### config.mk
export PLATFORM = sky130hd
export DESIGN_NAME = dm_arbiter_flat
export DESIGN_NICKNAME = d
export VERILOG_FILES = /design/src/rtl/dm_arbiter_if.sv /design/src/rtl/dm_arbiter.sv /design/src/flat_wrapper.sv
export SDC_FILE = /design/constraint.sdc
export NUM_CORES = 1
export LEC_CHECK = 0
export CORE_MARGIN = 2
export CORE_UTILIZATION = 41
export CTS_CLUSTER_SIZE = 8
export DETAILED_ROUTE_END_ITERATION = 12
export GPL_TIMING_DRIVEN = 1
export PLACE_DENSITY = 0.9
export SLEW_MARGIN = 30
export SYNTH_ARGS = -nofsm -noshare
export SYNTH_HDL_FRONTEND = slang
export SYNTH_SLANG_ARGS = --single-unit
export TNS_END_PERCENT = 20
### constraint.sdc
create_clock -name clk -period 2.6 [get_ports clk]
set_clock_uncertainty 0.2 [all_clocks]
set_input_delay 0.52 -clock clk [delete_from_list [all_inputs] [get_ports clk]]
set_output_delay 0.52 -clock clk [all_outputs]
set_load 0.1 [all_outputs]
### src/rtl/dm_arbiter_if.sv
// dm_arbiter_if: core-side request/response bus plus the shared data-memory port of dm_arbiter
interface dm_arbiter_if #(
    parameter int NUM_CORES = 4,
    parameter int ADDR_W = 16,
    parameter int DATA_W = 16
);
    logic [NUM_CORES-1:0] req, we, gnt, done;
    logic [NUM_CORES*ADDR_W-1:0] addr;
    logic [NUM_CORES*DATA_W-1:0] wdata, rdata;
    logic busy, mem_en, mem_we;
    logic [ADDR_W-1:0] mem_addr;
    logic [DATA_W-1:0] mem_wdata, mem_rdata;
    modport master (
        output req, we, addr, wdata, mem_rdata,
        input  gnt, done, rdata, busy, mem_en, mem_we, mem_addr, mem_wdata
    );
    modport slave (
        input  req, we, addr, wdata, mem_rdata,
        output gnt, done, rdata, busy, mem_en, mem_we, mem_addr, mem_wdata
    );
endinterface

### src/rtl/dm_arbiter.sv
// dm_arbiter: round-robin arbiter sharing one data-memory port among NUM_CORES cores
module dm_arbiter #(
    parameter int NUM_CORES = 4,
    parameter int ADDR_W = 16,
    parameter int DATA_W = 16,
    parameter int MEM_LAT = 1
) (
    input logic clk,
    input logic rst_n,
    dm_arbiter_if.slave bus
);
    localparam int SEL_W = $clog2(NUM_CORES);
    localparam int LAT_W = $clog2(MEM_LAT + 1);
    typedef enum logic [1:0] {IDLE, ISSUE, WAIT, RESP} state_t;
    state_t state;
    logic [SEL_W-1:0] sel, rr_ptr, nxt;
    logic [LAT_W-1:0] lat_cnt;
    logic l_we, found;
    // descending scan so the lowest offset from rr_ptr wins
    always_comb begin
        found = 1'b0;
        nxt = rr_ptr;
        for (int k = NUM_CORES - 1; k >= 0; k--) begin
            if (bus.req[(int'(rr_ptr) + k) % NUM_CORES]) begin
                found = 1'b1;
                nxt = SEL_W'((int'(rr_ptr) + k) % NUM_CORES);
            end
        end
    end
    always_ff @(posedge clk or negedge rst_n) begin
        if (!rst_n) begin
            state <= IDLE;
            rr_ptr <= '0;
            lat_cnt <= '0;
            sel <= '0;
            l_we <= 1'b0;
            bus.gnt <= '0;
            bus.done <= '0;
            bus.busy <= 1'b0;
            bus.mem_en <= 1'b0;
            bus.mem_we <= 1'b0;
            bus.mem_addr <= '0;
            bus.mem_wdata <= '0;
            bus.rdata <= '0;
        end else begin
            case (state)
                IDLE: if (found) begin
                    state <= ISSUE;
                    sel <= nxt;
                    l_we <= bus.we[nxt];
                    bus.gnt <= NUM_CORES'(1) << nxt;
                    bus.busy <= 1'b1;
                    bus.mem_en <= 1'b1;
                    bus.mem_we <= bus.we[nxt];
                    bus.mem_addr <= bus.addr[int'(nxt)*ADDR_W +: ADDR_W];
                    bus.mem_wdata <= bus.wdata[int'(nxt)*DATA_W +: DATA_W];
                end
                ISSUE: begin
                    state <= WAIT;
                    bus.gnt <= '0;
                    bus.mem_en <= 1'b0;
                    bus.mem_we <= 1'b0;
                    lat_cnt <= LAT_W'(MEM_LAT - 1);
                end
                WAIT: if (lat_cnt == '0) begin
                    state <= RESP;
                    bus.done <= NUM_CORES'(1) << sel;
                    if (!l_we) bus.rdata[int'(sel)*DATA_W +: DATA_W] <= bus.mem_rdata;
                end else begin
                    lat_cnt <= lat_cnt - 1'b1;
                end
                RESP: begin
                    state <= IDLE;
                    bus.done <= '0;
                    bus.busy <= 1'b0;
                    rr_ptr <= (sel == SEL_W'(NUM_CORES - 1)) ? '0 : sel + 1'b1;
                end
                default: state <= IDLE;
            endcase
        end
    end
endmodule
### src/flat_wrapper.sv
// flat-port wrapper written by rule: the top's interface ports become plain ports
module dm_arbiter_flat 
#(
    parameter int NUM_CORES = 4,
    parameter int ADDR_W = 16,
    parameter int DATA_W = 16,
    parameter int MEM_LAT = 1
)
  (clk, rst_n, bus_req, bus_we, bus_addr, bus_wdata, bus_mem_rdata, bus_gnt, bus_done, bus_rdata, bus_busy, bus_mem_en, bus_mem_we, bus_mem_addr, bus_mem_wdata);
  dm_arbiter_if #(.NUM_CORES(NUM_CORES), .ADDR_W(ADDR_W), .DATA_W(DATA_W)) bus_i ();
  input logic clk;
  input logic rst_n;
  input wire logic [$bits(bus_i.req)-1:0] bus_req;
  input wire logic [$bits(bus_i.we)-1:0] bus_we;
  input wire logic [$bits(bus_i.addr)-1:0] bus_addr;
  input wire logic [$bits(bus_i.wdata)-1:0] bus_wdata;
  input wire logic [$bits(bus_i.mem_rdata)-1:0] bus_mem_rdata;
  output wire logic [$bits(bus_i.gnt)-1:0] bus_gnt;
  output wire logic [$bits(bus_i.done)-1:0] bus_done;
  output wire logic [$bits(bus_i.rdata)-1:0] bus_rdata;
  output wire logic [$bits(bus_i.busy)-1:0] bus_busy;
  output wire logic [$bits(bus_i.mem_en)-1:0] bus_mem_en;
  output wire logic [$bits(bus_i.mem_we)-1:0] bus_mem_we;
  output wire logic [$bits(bus_i.mem_addr)-1:0] bus_mem_addr;
  output wire logic [$bits(bus_i.mem_wdata)-1:0] bus_mem_wdata;
  assign bus_i.req = bus_req;
  assign bus_i.we = bus_we;
  assign bus_i.addr = bus_addr;
  assign bus_i.wdata = bus_wdata;
  assign bus_i.mem_rdata = bus_mem_rdata;
  assign bus_gnt = bus_i.gnt;
  assign bus_done = bus_i.done;
  assign bus_rdata = bus_i.rdata;
  assign bus_busy = bus_i.busy;
  assign bus_mem_en = bus_i.mem_en;
  assign bus_mem_we = bus_i.mem_we;
  assign bus_mem_addr = bus_i.mem_addr;
  assign bus_mem_wdata = bus_i.mem_wdata;
  dm_arbiter #(.NUM_CORES(NUM_CORES), .ADDR_W(ADDR_W), .DATA_W(DATA_W), .MEM_LAT(MEM_LAT)) u_core (.clk(clk), .rst_n(rst_n), .bus(bus_i));
endmodule
==> results of run 1 <==
## layer usage
layer  track usage, %  wire, µm  up-vias
met5                0         0        -
met4             11.5       525        0
met3             8.75      1600       51
met2             45.7      9640      303
met1             29.4      6720     2567
li1                 -         -     2335
## metrics by stage
step | utilization [%] | std cells
after floorplan | - | 463
after global placement | 62.3 | 897
after detailed placement | 62.3 | 897
after CTS | 66.9 | 930
after global routing | 66.9 | 931
final | 66.9 | 931
## kinds of logic (layout without fill, tap and decap cells)
kind of cell	count (synthesis)	in the layout	synth area share, %
AOI/OAI and AO/OA	169	169	25.6
DFF	114	114	51.8
and+or+nand+nor	82	82	7.86
buffers and inverters	47	338	4.68
muxes	38	38	7.11
adders and majority gates	13	13	2.95
other	0	1	0
## worst max-delay path, stage by stage
cell and delay, ns:
clkdlybuf4s50_1 0.50, buf_4 0.21, a211oi_2 0.31, nor3_4 0.09, buf_12 0.15, mux2_1 0.31
a222oi_1 0.30, o21ai_1 0.10
## area by class of cell
cell class | count | share of cell area, %
Antenna cell | 1 | 0.0284
Clock buffer | 23 | 5.53
Clock inverter | 9 | 1.18
Inverter | 8 | 0.340
Multi-Input combinational cell | 302 | 27.3
Sequential cell | 114 | 32.3
Tap cell | 176 | 2.50
Timing Repair Buffer | 298 | 30.9
## state kept, by name, indices dropped and copies added, names as in the netlist
register,cells
u_core.bus.busy,1
u_core.bus.done,4
u_core.bus.gnt,4
u_core.bus.mem_addr,16
u_core.bus.mem_en,1
u_core.bus.mem_wdata,16
u_core.bus.mem_we,1
u_core.bus.rdata,64
u_core.l_we,1
u_core.rr_ptr,2
u_core.sel,2
u_core.state,2
## synth_stat cells, drive strengths merged (5+ instances only)
master	instances	area share, %
nand2b	5	0.57
mux2	6	1.3
a22o	67	11
o22a	29	4.6
buf	26	3.2
inv	8	0.55
ha	13	3.0
o21ai	16	1.5
mux2i	32	5.8
clkbuf	13	0.91
a221o	27	4.9
nand2	21	1.5
nor2	41	2.8
a222oi	5	0.91
dfrtp	114	52
a21oi	14	1.3
## how the worst max path moves through the flow
stage	from	endpoint	slack, ns	cells past startpoint
after floorplan	bus_req[2]	u_core.bus.mem_addr[10]$_DFFE_PN0P_	0.29	8
after global placement	bus_req[2]	u_core.bus.mem_addr[10]$_DFFE_PN0P_	-0.22	9
after detailed placement	bus_req[2]	u_core.bus.mem_addr[10]$_DFFE_PN0P_	-0.31	9
after CTS	bus_req[2]	u_core.l_we$_DFFE_PN0P_	0.12	10
after global routing	bus_req[3]	u_core.bus.mem_addr[10]$_DFFE_PN0P_	0.09	8
final	bus_req[3]	u_core.bus.mem_addr[6]$_DFFE_PN0P_	0.18	8
## what timing repair did
| action | in CTS | in global routing |
|---|---|---|
| hold buffers | 1 | 0 |
| endpoints found under the hold margin | 37 | 0 |
| resized for setup | 0 | 1 |
| buffers inserted | 0 | 0 |
| setup endpoints to repair | 0 | 2 |
==> summary.txt, run 1 <==
status = finished, final reports clean
combined area of all synthesized cells = 5510 µm²
number of hold-slack violations in the final timing report = 0
data required time at the worst endpoint = 2.68 ns
number of distinct library cells after synthesis = 46
# port buffers = 260
Syn Inst Count = 463
total iterations of the first detailed-routing run = 5
unrepaired setup endpoints after global routing = no
count of flip-flops with a built-in enable after synthesis = 0
effective utilization at floorplan = 41.7%
leading cell type in the layout, fill and taps excluded = clkdlybuf4s50_1
Register Area = 2850 µm²
Top FF cell, synth = dfrtp_1
number of sinks handled by clock tree synthesis = 114
wire length of the first global-routing pass = 29,100 µm
core region area = 13,200 µm²
number of setup violations in the final report = 0
measured slew at the worst slew-check pin = 0.551 ns
critical path endpoint category = flip-flop
maximum number of pins on one net before global-route repair = 49
MaxCap Viol Count = 0
clock latency on the worst-skew pair = 0.41 ns
reg-to-reg critical path startpoint = u_core.rr_ptr[0]$_DFFE_PN0P_
total number of vias = 5,256
root buf cell = clkbuf_16
kind of launch point of the worst setup path = input pin
total die area = 14,400 µm²
Area growth, synth to finish = 60.3%
Max Slew Vio Count = 0
cell count of the worst reg-to-reg path = 8
cell depth of the worst hold path = 1
detail-routed via count per cell = 5.65
post-layout net count = 908
hold worst-path end = u_core.bus.rdata[51]$_DFFE_PN0P_
WL/cell = 19.9 µm
Die Y-Extent = 120 µm
routability cong. = 0.882
Synth Warn # = 0
number of antenna violations at the first check in global routing = 1
multi-input logic area = 2400 µm²
Placement Cell Area = 8220 µm²
post-route worst hold slack = 0.304 ns
average cell area after synthesis = 11.9 µm²
number of DRC markers in iteration 0 = 385
filler cell count = 966
number of ports placed on the die boundary = 261
most frequent cells in the layout = clkdlybuf4s50_1 (151), buf_4 (137), dfrtp_1 (114), a22o_1 (67), nor2_1 (40)
x dimension of the die = 120 µm
clock buffer depth = 2
CP Max Fanout = 8
internal reg-to-reg setup slack = 0.28 ns
overall global routing resource usage = 26.3%
layout cells sized above 1 = 24.8%
fin crit period = 2.42 ns
DRC violations left = 0
total wire length = 18,500 µm
number of global-route vias before repair = 5,597
number of clock buffers inserted by TritonCTS = 17
cell row count = 42
synthesized netlist net count = 630
total half-perimeter wirelength after legalization and detailed placement = 13,900 µm
Crit Path Category = input pin to flip-flop
fraction of the yosys area taken by sequential cells = 51.8%
proportion of register bits with asynchronous set or reset after synthesis = 100%
classification of the worst-slack hold path = flip-flop to flip-flop
Rel. slew slack = 63.2%
beginning of the worst hold path = u_core.bus.rdata[51]$_DFFE_PN0P_
setup tns final = 0 ns
flip-flop and latch count after synthesis = 114
clock-pin slew on the worst setup and hold paths = 0.05 ns
setup slack after placement = -0.307 ns
post-detailed-route count of antenna-violating nets = 0
maximum frequency from static timing analysis = 414 MHz
global route overflow = 0
post-route cell area = 8820 µm²
htree depth = 4
data arrival time of the critical path = 2.50 ns
crit path setup slack, layout = 0.184 ns
fin crit share = 92.9%
destination of the worst register-to-register timing path = u_core.l_we$_DFFE_PN0P_
clock tree from TritonCTS = yes
Power of run 1 is left out: the tool's default activity adds up to more than one toggle a clock period on the data nets, which glitch-free logic cannot reach.
==> run 2: changes to the inputs <==
--- a/config.mk
+++ b/config.mk
@@ -5,6 +5,7 @@
 export SDC_FILE = /design/constraint.sdc
 export NUM_CORES = 1
 export LEC_CHECK = 0
+export CORE_ASPECT_RATIO = 2
 export CORE_MARGIN = 2
 export CORE_UTILIZATION = 41
 export CTS_CLUSTER_SIZE = 8
==> run 2 against run 1 <==
Cell count down 1.6%. Core utilization rose by 1.2 points. Die area rose by 0.39%. Global-route usage increased by 0.97 points. Flip-flop and latch count stayed put. Hold slack got worse by 0.012 ns. Wire length grew 6.3%. Maximum frequency decreased by 1.4%. Worst setup slack lost 0.035 ns. Sequential share of layout area decreased by 0.25 points. Critical path type unchanged.
==> summary.txt, run 2 (synthesized netlist as in run 1, its figures left out) <==
status = finished, final reports clean
critical path's top delay family = buffers and inverters
cell count of the worst reg-to-reg path = 8
number of sinks handled by clock tree synthesis = 114
root buf cell = clkbuf_16
number of cells on the critical path = 8
destination of the worst register-to-register timing path = u_core.bus.mem_wdata[14]$_DFFE_PN0P_
Top Registers = u_core.bus.rdata (64), u_core.bus.mem_addr (16), u_core.bus.mem_wdata (16)
total number of vias = 5,446
total die area = 14,400 µm²
htree depth = 4
kind of launch point of the worst setup path = input pin
critical path endpoint category = flip-flop
clock-pin slew on the worst setup and hold paths = 0.06 ns
slowest cell delay on critical path = 0.48 ns
global route overflow = 0
clock tree from TritonCTS = yes
startpoint of the most critical setup path = bus_req[0]
CP Max Fanout = 8
routability cong. = 0.868
classification of the worst-slack hold path = flip-flop to flip-flop
crit path max-delay cell type = clkdlybuf4s50_1
most frequent cells in the layout = clkdlybuf4s50_1 (152), buf_4 (146), dfrtp_1 (114), a22o_1 (67), nor2_1 (40)
Max Slew Vio Count = 0
wire length of the first global-routing pass = 30,600 µm
number of DRC markers in iteration 0 = 385
fin crit period = 2.45 ns
total half-perimeter wirelength after legalization and detailed placement = 14,800 µm
detail-routed via count per cell = 5.95
reg-to-reg critical path startpoint = u_core.rr_ptr[0]$_DFFE_PN0P_
sum of buffers and inverters on the critical path = 2
clock buffer depth = 2
clock latency on the worst-skew pair = 0.40 ns
ordered cell list for the critical path = clkdlybuf4s50_1 > nor2b_1 > o21a_1 > nor3_4 > buf_12 > mux2_1 > a222oi_1 > o21ai_1
number of global-route vias before repair = 5,876
fin crit share = 94.3%
total iterations of the first detailed-routing run = 5
x dimension of the die = 85.9 µm
number of hold-slack violations in the final timing report = 0
post-route worst hold slack = 0.291 ns
# port buffers = 260
internal reg-to-reg setup slack = 0.31 ns
MaxCap Viol Count = 0
data required time at the worst endpoint = 2.68 ns
core region area = 13,100 µm²
overall global routing resource usage = 27.3%
filler cell count = 916
number of antenna violations at the first check in global routing = 0
post-detailed-route count of antenna-violating nets = 0
unrepaired setup endpoints after global routing = no
Area growth, synth to finish = 61.5%
layout cells sized above 1 = 26.2%
measured slew at the worst slew-check pin = 0.594 ns
number of ports placed on the die boundary = 261
maximum frequency from static timing analysis = 408 MHz
total wire length = 19,600 µm
DRC violations left = 0
cell row count = 59
Rel. slew slack = 60.4%
Crit Path Category = input pin to flip-flop
number of clock buffers inserted by TritonCTS = 17
setup bufs post-CTS = 0
data arrival time of the critical path = 2.53 ns
effective utilization at floorplan = 42.1%
flip-flop count of the largest register after layout = 64
WL/cell = 21.4 µm
Die Y-Extent = 168 µm
maximum number of pins on one net before global-route repair = 46
ant diodes = 0
leading cell type in the layout, fill and taps excluded = clkdlybuf4s50_1
number of setup violations in the final report = 0
post-layout net count = 918
Largest Register = u_core.bus.rdata
CP Capture Point = u_core.bus.mem_wdata[14]$_DFFE_PN0P_
run 2: cell types whose count changed in the layout (fill, tap and decap cells not counted), moves of 2 or more:
| cell | change |
|---|---|
| buf_4 | +9 |
| inv_6 | +5 |
| clkbuf_8 | -3 |
| clkinv_2 | -3 |
| inv_8 | +3 |
| clkbuf_1 | -2 |
run 2: area by class of cell:
class / count / area (µm²) / share of cell area, %
tap: 152 / 190 / 2.14
sequential: 114 / 2850 / 32.1
inverter: 8 / 30.0 / 0.338
clock inverter: 14 / 168 / 1.88
multi-input combinational: 302 / 2410 / 27.1
clock buffer: 18 / 439 / 4.94
timing repair buffer: 308 / 2810 / 31.6
run 2: metrics by stage:
| stage | setup TNS, ns | setup WS (ns) | utilization (%) | instances | area [µm²] |
|---|---|---|---|---|---|
| 3_3_place_gp | -5.56 | -0.201 | 63.4 | 883 | 8280 |
| 4_1_cts | 0 | 0.151 | 68.1 | 916 | 8890 |
| 2_1_floorplan | 0 | 0.286 | - | 463 | 5510 |
| 3_5_place_dp | -8.02 | -0.256 | 63.4 | 883 | 8280 |
| 5_1_grt | 0 | 0.0395 | 68.1 | 916 | 8890 |
| 6_report | 0 | 0.149 | 68.1 | 916 | 8890 |
run 2: repair_timing:
item                                   in CTS  in global routing
hold buffers                                1                  0
endpoints found under the hold margin      41                  0
gates resized for setup                     0                  0
run 2: worst min path at each step:
stage | endpoint | cells past startpoint | from | slack, ns
after floorplan | u_core.bus.busy$_DFFE_PN0P_ | 0 | rst_n | 0.02
after global placement | u_core.l_we$_DFFE_PN0P_ | 2 | u_core.l_we$_DFFE_PN0P_ | 0.28
after detailed placement | u_core.bus.mem_addr[8]$_DFFE_PN0P_ | 2 | u_core.bus.mem_addr[8]$_DFFE_PN0P_ | 0.28
after CTS | u_core.bus.mem_addr[8]$_DFFE_PN0P_ | 2 | u_core.bus.mem_addr[8]$_DFFE_PN0P_ | 0.29
after global routing | u_core.bus.mem_addr[8]$_DFFE_PN0P_ | 2 | u_core.bus.mem_addr[8]$_DFFE_PN0P_ | 0.31
final | u_core.bus.mem_addr[8]$_DFFE_PN0P_ | 2 | u_core.bus.mem_addr[8]$_DFFE_PN0P_ | 0.29
run 2: routing by layer:
metal | wire [µm] | global-route usage, % | part of all wire, %
met2 | 10700 | 49.3 | 54
met1 | 6400 | 27.9 | 33
met4 | 1060 | 15.7 | 5.4
met5 | 0 | 0 | 0
met3 | 1500 | 6.27 | 7.6
run 2: worst register-to-register path, delay by kind of cell (launching register included):
kind	cells	cell delay (ns)
AND/OR/NAND/NOR	2	0.25
multiplexers	1	0.33
AO/OA/AOI/OAI	3	0.65
buffers and inverters	2	0.34
flip-flops	1	0.41
Power of run 2 is left out for the same reason.
==> run 3: changes to the inputs <==
--- a/config.mk
+++ b/config.mk
@@ -5,13 +5,14 @@
 export SDC_FILE = /design/constraint.sdc
 export NUM_CORES = 1
 export LEC_CHECK = 0
-export CORE_ASPECT_RATIO = 2
+export CAP_MARGIN = 10
+export CORE_ASPECT_RATIO = 1.4
 export CORE_MARGIN = 2
-export CORE_UTILIZATION = 41
+export CORE_UTILIZATION = 45
 export CTS_CLUSTER_SIZE = 8
 export DETAILED_ROUTE_END_ITERATION = 12
 export GPL_TIMING_DRIVEN = 1
-export PLACE_DENSITY = 0.9
+export PLACE_DENSITY = 0.95
 export SLEW_MARGIN = 30
 export SYNTH_ARGS = -nofsm -noshare
 export SYNTH_HDL_FRONTEND = slang
==> constraint.sdc (replaced) <==
create_clock -name clk -period 2.9 [get_ports clk]
set_clock_uncertainty 0.2 [all_clocks]
set_input_delay 0.58 -clock clk [delete_from_list [all_inputs] [get_ports clk]]
set_output_delay 0.58 -clock clk [all_outputs]
set_load 0.1 [all_outputs]
==> run 3 against run 2 <==
Core utilization grew 5.1 points. The flow now finishes with violations (hold timing). Critical path type unchanged. Global-route usage grew 1.8 points. Highest routed layer unchanged. Cell count down 2.8%.
==> summary.txt, run 3 (synthesized netlist as in run 1, its figures left out) <==
status = finished, violations left
violations in the final reports = hold timing
global route overflow = 0
total wire length = 18,900 µm
startpoint of the most critical setup path = bus_req[1]
Crit Path Category = input pin to flip-flop
data required time at the worst endpoint = 2.98 ns
CTS resizes = 0
number of hold-repair buffers added at the cts stage = 0
routability cong. = 0.936
post-layout net count = 897
cell count of the worst reg-to-reg path = 8
critical path's top delay family = buffers and inverters
number of antenna violations at the first check in global routing = 0
critical path endpoint category = flip-flop
clock buffer depth = 2
number of sinks handled by clock tree synthesis = 114
setup bufs post-CTS = 0
overall global routing resource usage = 29.1%
data arrival time of the critical path = 2.58 ns
clock latency on the worst-skew pair = 0.41 ns
ordered cell list for the critical path = clkdlybuf4s50_1 > nand2b_1 > a21oi_1 > nor3_4 > buf_12 > mux2_1 > a222oi_1 > o21ai_1
core region area = 11,900 µm²
total half-perimeter wirelength after legalization and detailed placement = 14,200 µm
post-detailed-route count of antenna-violating nets = 0
total number of vias = 5,280
cell row count = 47
measured slew at the worst slew-check pin = 0.508 ns
leading cell type in the layout, fill and taps excluded = clkdlybuf4s50_1
slowest cell delay on critical path = 0.56 ns
number of global-route vias before repair = 5,559
Max Slew Vio Count = 0
detail-routed via count per cell = 5.93
layout cells sized above 1 = 24.1%
CP Capture Point = u_core.bus.mem_addr[12]$_DFFE_PN0P_
filler cell count = 776
most frequent cells in the layout = clkdlybuf4s50_1 (152), buf_4 (127), dfrtp_1 (114), a22o_1 (67), nor2_1 (40)
wire length of the first global-routing pass = 29,900 µm
sum of buffers and inverters on the critical path = 2
fin crit period = 2.50 ns
number of clock buffers inserted by TritonCTS = 17
number of cells on the critical path = 8
post-route worst hold slack = -0.0216 ns
Rel. slew slack = 65.8%
number of hold-slack violations in the final timing report = 8
internal reg-to-reg setup slack = 0.55 ns
number of setup violations in the final report = 0
clock-pin slew on the worst setup and hold paths = 0.06 ns
number of ports placed on the die boundary = 261
DRC violations left = 0
WL/cell = 21.3 µm
effective utilization at floorplan = 46.4%
classification of the worst-slack hold path = input pin to asynchronous set/reset pin
CP Max Fanout = 12
destination of the worst register-to-register timing path = u_core.bus.mem_addr[12]$_DFFE_PN0P_
maximum frequency from static timing analysis = 401 MHz
count of placed standard cells including taps = 858
MaxCap Viol Count = 0
kind of launch point of the worst setup path = input pin
Area growth, synth to finish = 57.8%
maximum number of pins on one net before global-route repair = 80
# port buffers = 260
fin crit share = 86.1%
count of non-filler cells in the finished layout = 890
ant diodes = 0
unrepaired setup endpoints after global routing = no
Largest Register = u_core.bus.rdata
x dimension of the die = 97.5 µm
total die area = 13,100 µm²
root buf cell = clkbuf_16
reg-to-reg critical path startpoint = u_core.rr_ptr[0]$_DFFE_PN0P_
Top Registers = u_core.bus.rdata (64), u_core.bus.mem_addr (16), u_core.bus.mem_wdata (16)
number of DRC markers in iteration 0 = 318
clock tree from TritonCTS = yes
flip-flop count of the largest register after layout = 64
total iterations of the first detailed-routing run = 5
crit path max-delay cell type = clkdlybuf4s50_1
htree depth = 4
Die Y-Extent = 135 µm
[run 3: changes by cell type in the layout (fill, tap and decap cells not counted), sizes merged]
cell,before,now
dlygate4sd3,1,0
bufinv,2,1
inv,16,15
buf,155,135
clkinvlp,1,3
[run 3: final cells by class]
type                            instances  area (µm²)  share of cell area, %
Tap cell                              147         184                   2.12
Clock buffer                           18         439                   5.05
Sequential cell                       114        2850                   32.8
Timing Repair Buffer                  287        2640                   30.3
Clock inverter                         14         145                   1.67
Multi-Input combinational cell        302        2400                   27.7
Inverter                                8        30.0                  0.346
[run 3: metrics by stage]
stage	hold WS [ns]	setup slack [ns]	utilization, %	cell area, µm²	TNS [ns]
4_1_cts	0.0148	0.415	73.2	8690	0
2_1_floorplan	0.0844	0.526	-	5510	0
3_3_place_gp	0.281	0.0703	68.2	8110	0
6_report	-0.0216	0.403	73.2	8690	0
3_5_place_dp	0.294	-0.0208	68.2	8110	-0.0403
5_1_grt	0.0127	0.315	73.2	8690	0
[run 3: how the worst min path moves through the flow]
stage | start | to | slack (ns) | cells past startpoint
global placement | u_core.bus.mem_addr[12]$_DFFE_PN0P_ | u_core.bus.mem_addr[12]$_DFFE_PN0P_ | 0.28 | 2
global route | rst_n | u_core.bus.rdata[55]$_DFFE_PN0P_ | 0.01 | 2
finish | rst_n | u_core.bus.rdata[21]$_DFFE_PN0P_ | -0.02 | 2
floorplan | rst_n | u_core.bus.busy$_DFFE_PN0P_ | 0.08 | 0
CTS | rst_n | u_core.bus.rdata[21]$_DFFE_PN0P_ | 0.01 | 2
detailed placement | u_core.bus.rdata[3]$_DFFE_PN0P_ | u_core.bus.rdata[3]$_DFFE_PN0P_ | 0.29 | 1
[run 3: worst register-to-register path, stage by stage (launching register included)]
cell	delay (ns)
dfrtp_1	0.39
buf_4	0.18
nand2b_1	0.20
a21oi_1	0.26
nor3_4	0.07
buf_12	0.16
mux2_1	0.32
a222oi_1	0.30
o21ai_1	0.12
[run 3: metal layers]
layer  vias to the layer above  part of all wire, %  global-route usage [%]
met5                         -                    0                       0
met3                        37                  8.7                    7.45
met4                         0                  3.0                    12.1
met1                      2592                   36                    34.3
met2                       331                   52                    50.5
li1                       2320                    -                       -
Power of run 3 is left out for the same reason.
==> patch 1: new RTL, config.mk and constraints of run 1 <==
Make the reset (`rst_n`) synchronous in one clocked block.
--- a/src/rtl/dm_arbiter.sv
+++ b/src/rtl/dm_arbiter.sv
@@ -27,7 +27,7 @@
             end
         end
     end
-    always_ff @(posedge clk or negedge rst_n) begin
+    always_ff @(posedge clk) begin
         if (!rst_n) begin
             state <= IDLE;
             rr_ptr <= '0;
Function: differs if rst_n is asserted again (counterexample within 4 cycles, from zero or initial values and one cycle with rst_n low); with rst_n held inactive, the same outputs for 4 cycles.
==> patch 1 against run 1 <==
Via count barely moved. Routed wire length hardly changed. Design area is 5.8% lower. Worst setup slack better by 0.033 ns. Sequential cell count is the same. Area after synthesis is 8.3% lower. Worst hold slack got worse by 0.041 ns. Count of clock-buffer cells in the layout shrank 6. Non-clock buffer count fell by 5. Critical path depth fell by 1.
==> patch 1: results (changes against run 1) <==
Finish
  – Final Instance Count excl. Fillers: 949 (was 931)
  – Layout cells sized above 1: 0.233 (was 0.248)
  – Final-layout clock-cell area share: 0.0759 (was 0.0671)
  – Signal buffers: 293 (was 298)
  – Fraction of area in multi-input gates: 0.304 (was 0.273)
  – Filler cells: 859 (was 966)
  – Clkbuf count: 17 (was 23)
  – Post-layout util: 0.692 (was 0.669)
  – Count of multi-input gates: 355 (was 302)
  – Sequential portion of the cell area: 0.275 (was 0.323)
  – Invs w/o clock: 7 (was 8)
  – Number of nets in the final layout: 955 (was 908)

Worst setup path
  – Critical Path Sink: u_core.bus.mem_wdata[12] (was u_core.bus.mem_addr[6])
  – WP data arrival: 2.47 ns (was 2.50 ns)
  – Crit Reg-Reg Startpoint: u_core.sel[1] (was u_core.rr_ptr[0])
  – Crit-path leading delay family: simple AND/OR/NAND/NOR gates (was buffers and inverters)
  – Worst Reg-to-Reg Cells: 7 (was 8)
  – CP peak stage delay: 0.53 ns (was 0.50 ns)

Logic synthesis
  – Register area share after synthesis: 0.452 (was 0.518)
  – Commonest cells post-synth: dfxtp_1 (114), nor2_1 (80), mux2i_1 (70) (was dfrtp_1 (114), a22o_1 (67), nor2_1 (41))
  – Ys async rst share: 0 (was 1.00)
  – Largest cells by area after synthesis: dfxtp_1 (45%), mux2i_1 (14%), a22oi_1 (9.5%) (was dfrtp_1 (52%), a22o_1 (11%), mux2i_1 (5.8%))
  – Synth unique cells: 40 (was 46)
  – Net Count, Synth: 677 (was 630)
  – Top_reg_cell synth: dfxtp_1 (was dfrtp_1)
  – Mapped Avg Cell Area: 9.90 sq um (was 11.9 sq um)

Place
  – Placed insts: 916 (was 897)
  – RePlAce Congestion: 0.877 (was 0.882)
  – Placed cell areas: 7680 sq um (was 8220 sq um)
  – Dpl ws: -0.214 ns (was -0.307 ns)
  – Detail Placement HPWL: 13.6 mm (was 13.9 mm)

Min path
  – Hold path endpoint: u_core.bus.mem_addr[1] (was u_core.bus.rdata[51])
  – Cells on Worst Hold Path: 2 (was 1)
  – HP Start: u_core.bus.mem_addr[1] (was u_core.bus.rdata[51])

Global route
  – Vias in the first global route: 5451 (was 5597)
  – Largest net degree at the start of global routing: 78 (was 49)
  – All-Layer GR Usage: 0.272 (was 0.263)

Timing
  – Fin Hold WS: 0.262 ns (was 0.304 ns)
  – Worst-Margin Slew: 0.647 ns (was 0.551 ns)

Detailed routing
  – Routed length per placed instance: 19.5 um (was 19.9 um)
  – Average via count per standard cell: 5.54 (was 5.65)

Outcome
  – Status: completed (unchanged)
[patch 1: cell count changes after synthesis, moves of 28 or more]
cell,change
dfrtp_1,-114
dfxtp_1,+114
a22o_1,-67
a22oi_1,+63
nor2_1,+39
mux2i_1,+38
o22a_1,-29
o221ai_1,+28
[patch 1: report_power, final]
part           switching [mW]  total [mW]  internal, mW
Clock                   0.889        2.50          1.61
Sequential              0.136        2.10          1.97
Combinational            2.11        2.96         0.846
[patch 1: kinds of logic (layout without fill, tap and decap cells)]
group	after synthesis	after routing	share of synthesized area
buf+inv	41	332	0.0476
other cells	0	1	0
simple gates	150	150	0.135
flops	114	114	0.452
fa+ha+maj	13	13	0.0322
mux	70	70	0.139
compound gates	122	122	0.194
[patch 1: per-layer routing]
layer / routed length, um / GRT usage
met1: 6740 / 0.286
met2: 9230 / 0.473
met3: 2000 / 0.116
met4: 539 / 0.119
met5: 0 / 0
[patch 1: worst min-delay path, cell delays in order (launching register included)]
cell      delay, ns
dfxtp_1        0.32
nand2_1        0.05
o221ai_1       0.06
==> patch 2: new RTL, config.mk and constraints of run 1 <==
Without the edit above. `NUM_CORES` is set to 4 in 3 places; all go to 2.
--- a/src/rtl/dm_arbiter_if.sv
+++ b/src/rtl/dm_arbiter_if.sv
@@ -1,6 +1,6 @@
 // dm_arbiter_if: core-side request/response bus plus the shared data-memory port of dm_arbiter
 interface dm_arbiter_if #(
-    parameter int NUM_CORES = 4,
+    parameter int NUM_CORES = 2,
     parameter int ADDR_W = 16,
     parameter int DATA_W = 16
 );
--- a/src/rtl/dm_arbiter.sv
+++ b/src/rtl/dm_arbiter.sv
@@ -1,6 +1,6 @@
 // dm_arbiter: round-robin arbiter sharing one data-memory port among NUM_CORES cores
 module dm_arbiter #(
-    parameter int NUM_CORES = 4,
+    parameter int NUM_CORES = 2,
     parameter int ADDR_W = 16,
     parameter int DATA_W = 16,
     parameter int MEM_LAT = 1
--- a/src/flat_wrapper.sv
+++ b/src/flat_wrapper.sv
@@ -1,7 +1,7 @@
 // flat-port wrapper written by rule: the top's interface ports become plain ports
 module dm_arbiter_flat 
 #(
-    parameter int NUM_CORES = 4,
+    parameter int NUM_CORES = 2,
     parameter int ADDR_W = 16,
     parameter int DATA_W = 16,
     parameter int MEM_LAT = 1
Interface: changed (7 resized); port bits go from 261 to 157. No check against the original RTL was run, so the function may have changed too.
==> patch 2 against run 1 <==
Sequential cell count down 38. Final cell count down 43%. Design area down 43%. Global-route usage down 7.8 points. Utilization down 2.3 points. Synthesized cell count down 44%. Sequential share of layout area up 5.6 points. Area after synthesis down 40%. Routed wire length down 56%. Worst setup slack better by 0.33 ns.
Power is not shown: default switching activity piles up to over one toggle a cycle in this logic, so the estimate is an artifact.
==> patch 2: results (changes against run 1) <==
Worst setup path
  – WP data arrival: 2.11 ns (was 2.50 ns)
  – Worst Reg-to-Reg Cells: 5 (was 8)
  – Crit Reg-Reg Startpoint: u_core.state[0] (was u_core.rr_ptr[0])
  – Critical Path Sink: u_core.bus.rdata[0] (was u_core.bus.mem_addr[6])
  – R2R setup slack: 0.51 ns (was 0.28 ns)
  – Critical Path Fanout Max: 16 (was 8)

Global route
  – Initial antenna violation count: 0 (was 1)
  – Largest net degree at the start of global routing: 57 (was 49)
  – Vias in the first global route: 2632 (was 5597)
  – All-Layer GR Usage: 0.185 (was 0.263)

Logic synthesis
  – Register area share after synthesis: 0.575 (was 0.518)
  – Largest cells by area after synthesis: dfrtp_1 (57%), mux2i_1 (11%), mux2_2 (7.8%) (was dfrtp_1 (52%), a22o_1 (11%), mux2i_1 (5.8%))
  – Synth unique cells: 24 (was 46)
  – Commonest cells post-synth: dfrtp_1 (76), nand2_1 (37), mux2i_1 (36) (was dfrtp_1 (114), a22o_1 (67), nor2_1 (41))

Clocking
  – Clock latency at the later pin of the worst-skew pair: 0.33 ns (was 0.41 ns)
  – Reg clk slew, reported paths: 0.07 ns (was 0.05 ns)
  – Root Driver: clkbuf_8 (was clkbuf_16)
  – Num CTS Buffers: 9 (was 17)
  – H-tree Lvls: 3 (was 4)

Place
  – Placed cell areas: 4820 sq um (was 8220 sq um)
  – Buffers on Ports: 156 (was 260)
  – RePlAce Congestion: 0.781 (was 0.882)
  – Detail Placement HPWL: 6.15 mm (was 13.9 mm)

Finish
  – Filler cells: 587 (was 966)
  – Top flop regs: u_core.bus.rdata x32, u_core.bus.mem_addr x16, u_core.bus.mem_wdata x16 (was u_core.bus.rdata x64, u_core.bus.mem_addr x16, u_core.bus.mem_wdata x16)
  – Antenna cell count: 0 (was 1)

Min path
  – Hold path endpoint: u_core.bus.mem_wdata[2] (was u_core.bus.rdata[51])
  – HP Start: u_core.bus.mem_wdata[2] (was u_core.bus.rdata[51])
  – Cells on Worst Hold Path: 2 (was 1)

Outcome
  – Status: completed (unchanged)

Timing
  – Worst-Margin Slew: 0.485 ns (was 0.551 ns)

Detailed routing
  – Average via count per standard cell: 4.84 (was 5.65)
## patch 2: changes by cell type in the layout (fill, tap and decap cells not counted), moves of 13 or more
cell,delta
clkdlybuf4s50_1,-67
a22o_1,-65
buf_4,-62
dfrtp_1,-38
nor2_1,-34
o22a_1,-29
a221o_1,-27
mux2_2,+22
clkbuf_16,-17
nand2_1,+17
o21ai_1,+14
a21oi_1,-13
## patch 2: layout make-up
class / count / area, sq um / share of cell area
well taps: 102 / 128 / 0.0254
clock inverters: 5 / 52.6 / 0.0105
flip-flops and latches: 76 / 1900 / 0.379
repair buffers: 163 / 1470 / 0.294
clock buffers: 10 / 138 / 0.0274
multi-input cells: 168 / 1310 / 0.261
inverters: 4 / 15.0 / 0.00299
## patch 2: worst max-delay path: stages, from the launching register on
cell and delay (ns):
dfrtp_1 0.41, inv_1 0.13, ha_1 0.32, nor3b_4 0.23, buf_4 0.31, mux2_2 0.38
## patch 2: metal layers
| layer | vias up | GRT usage | wire [um] |
|---|---|---|---|
| met5 | - | 0 | 0 |
| met4 | 0 | 0.0676 | 102 |
| met3 | 9 | 0.0514 | 662 |
| met2 | 113 | 0.321 | 3980 |
| met1 | 1202 | 0.219 | 3320 |
| li1 | 1229 | - | - |
## patch 2: kinds of logic (layout without fill, tap and decap cells)
| family | after synthesis | after routing |
|---|---|---|
| AO/OA/AOI/OAI | 48 | 48 |
| flip-flops | 76 | 76 |
| AND/OR/NAND/NOR | 46 | 46 |
| buffers and inverters | 17 | 182 |
| adder cells (fa/ha/maj) | 5 | 5 |
| multiplexers | 69 | 69 |
## patch 2: stage by stage
stage	worst slack, ns	utilization
3_3_place_gp	0.308	0.621
6_report	0.513	0.646
3_5_place_dp	0.214	0.621
4_1_cts	0.495	0.646
2_1_floorplan	0.666	-
5_1_grt	0.369	0.646
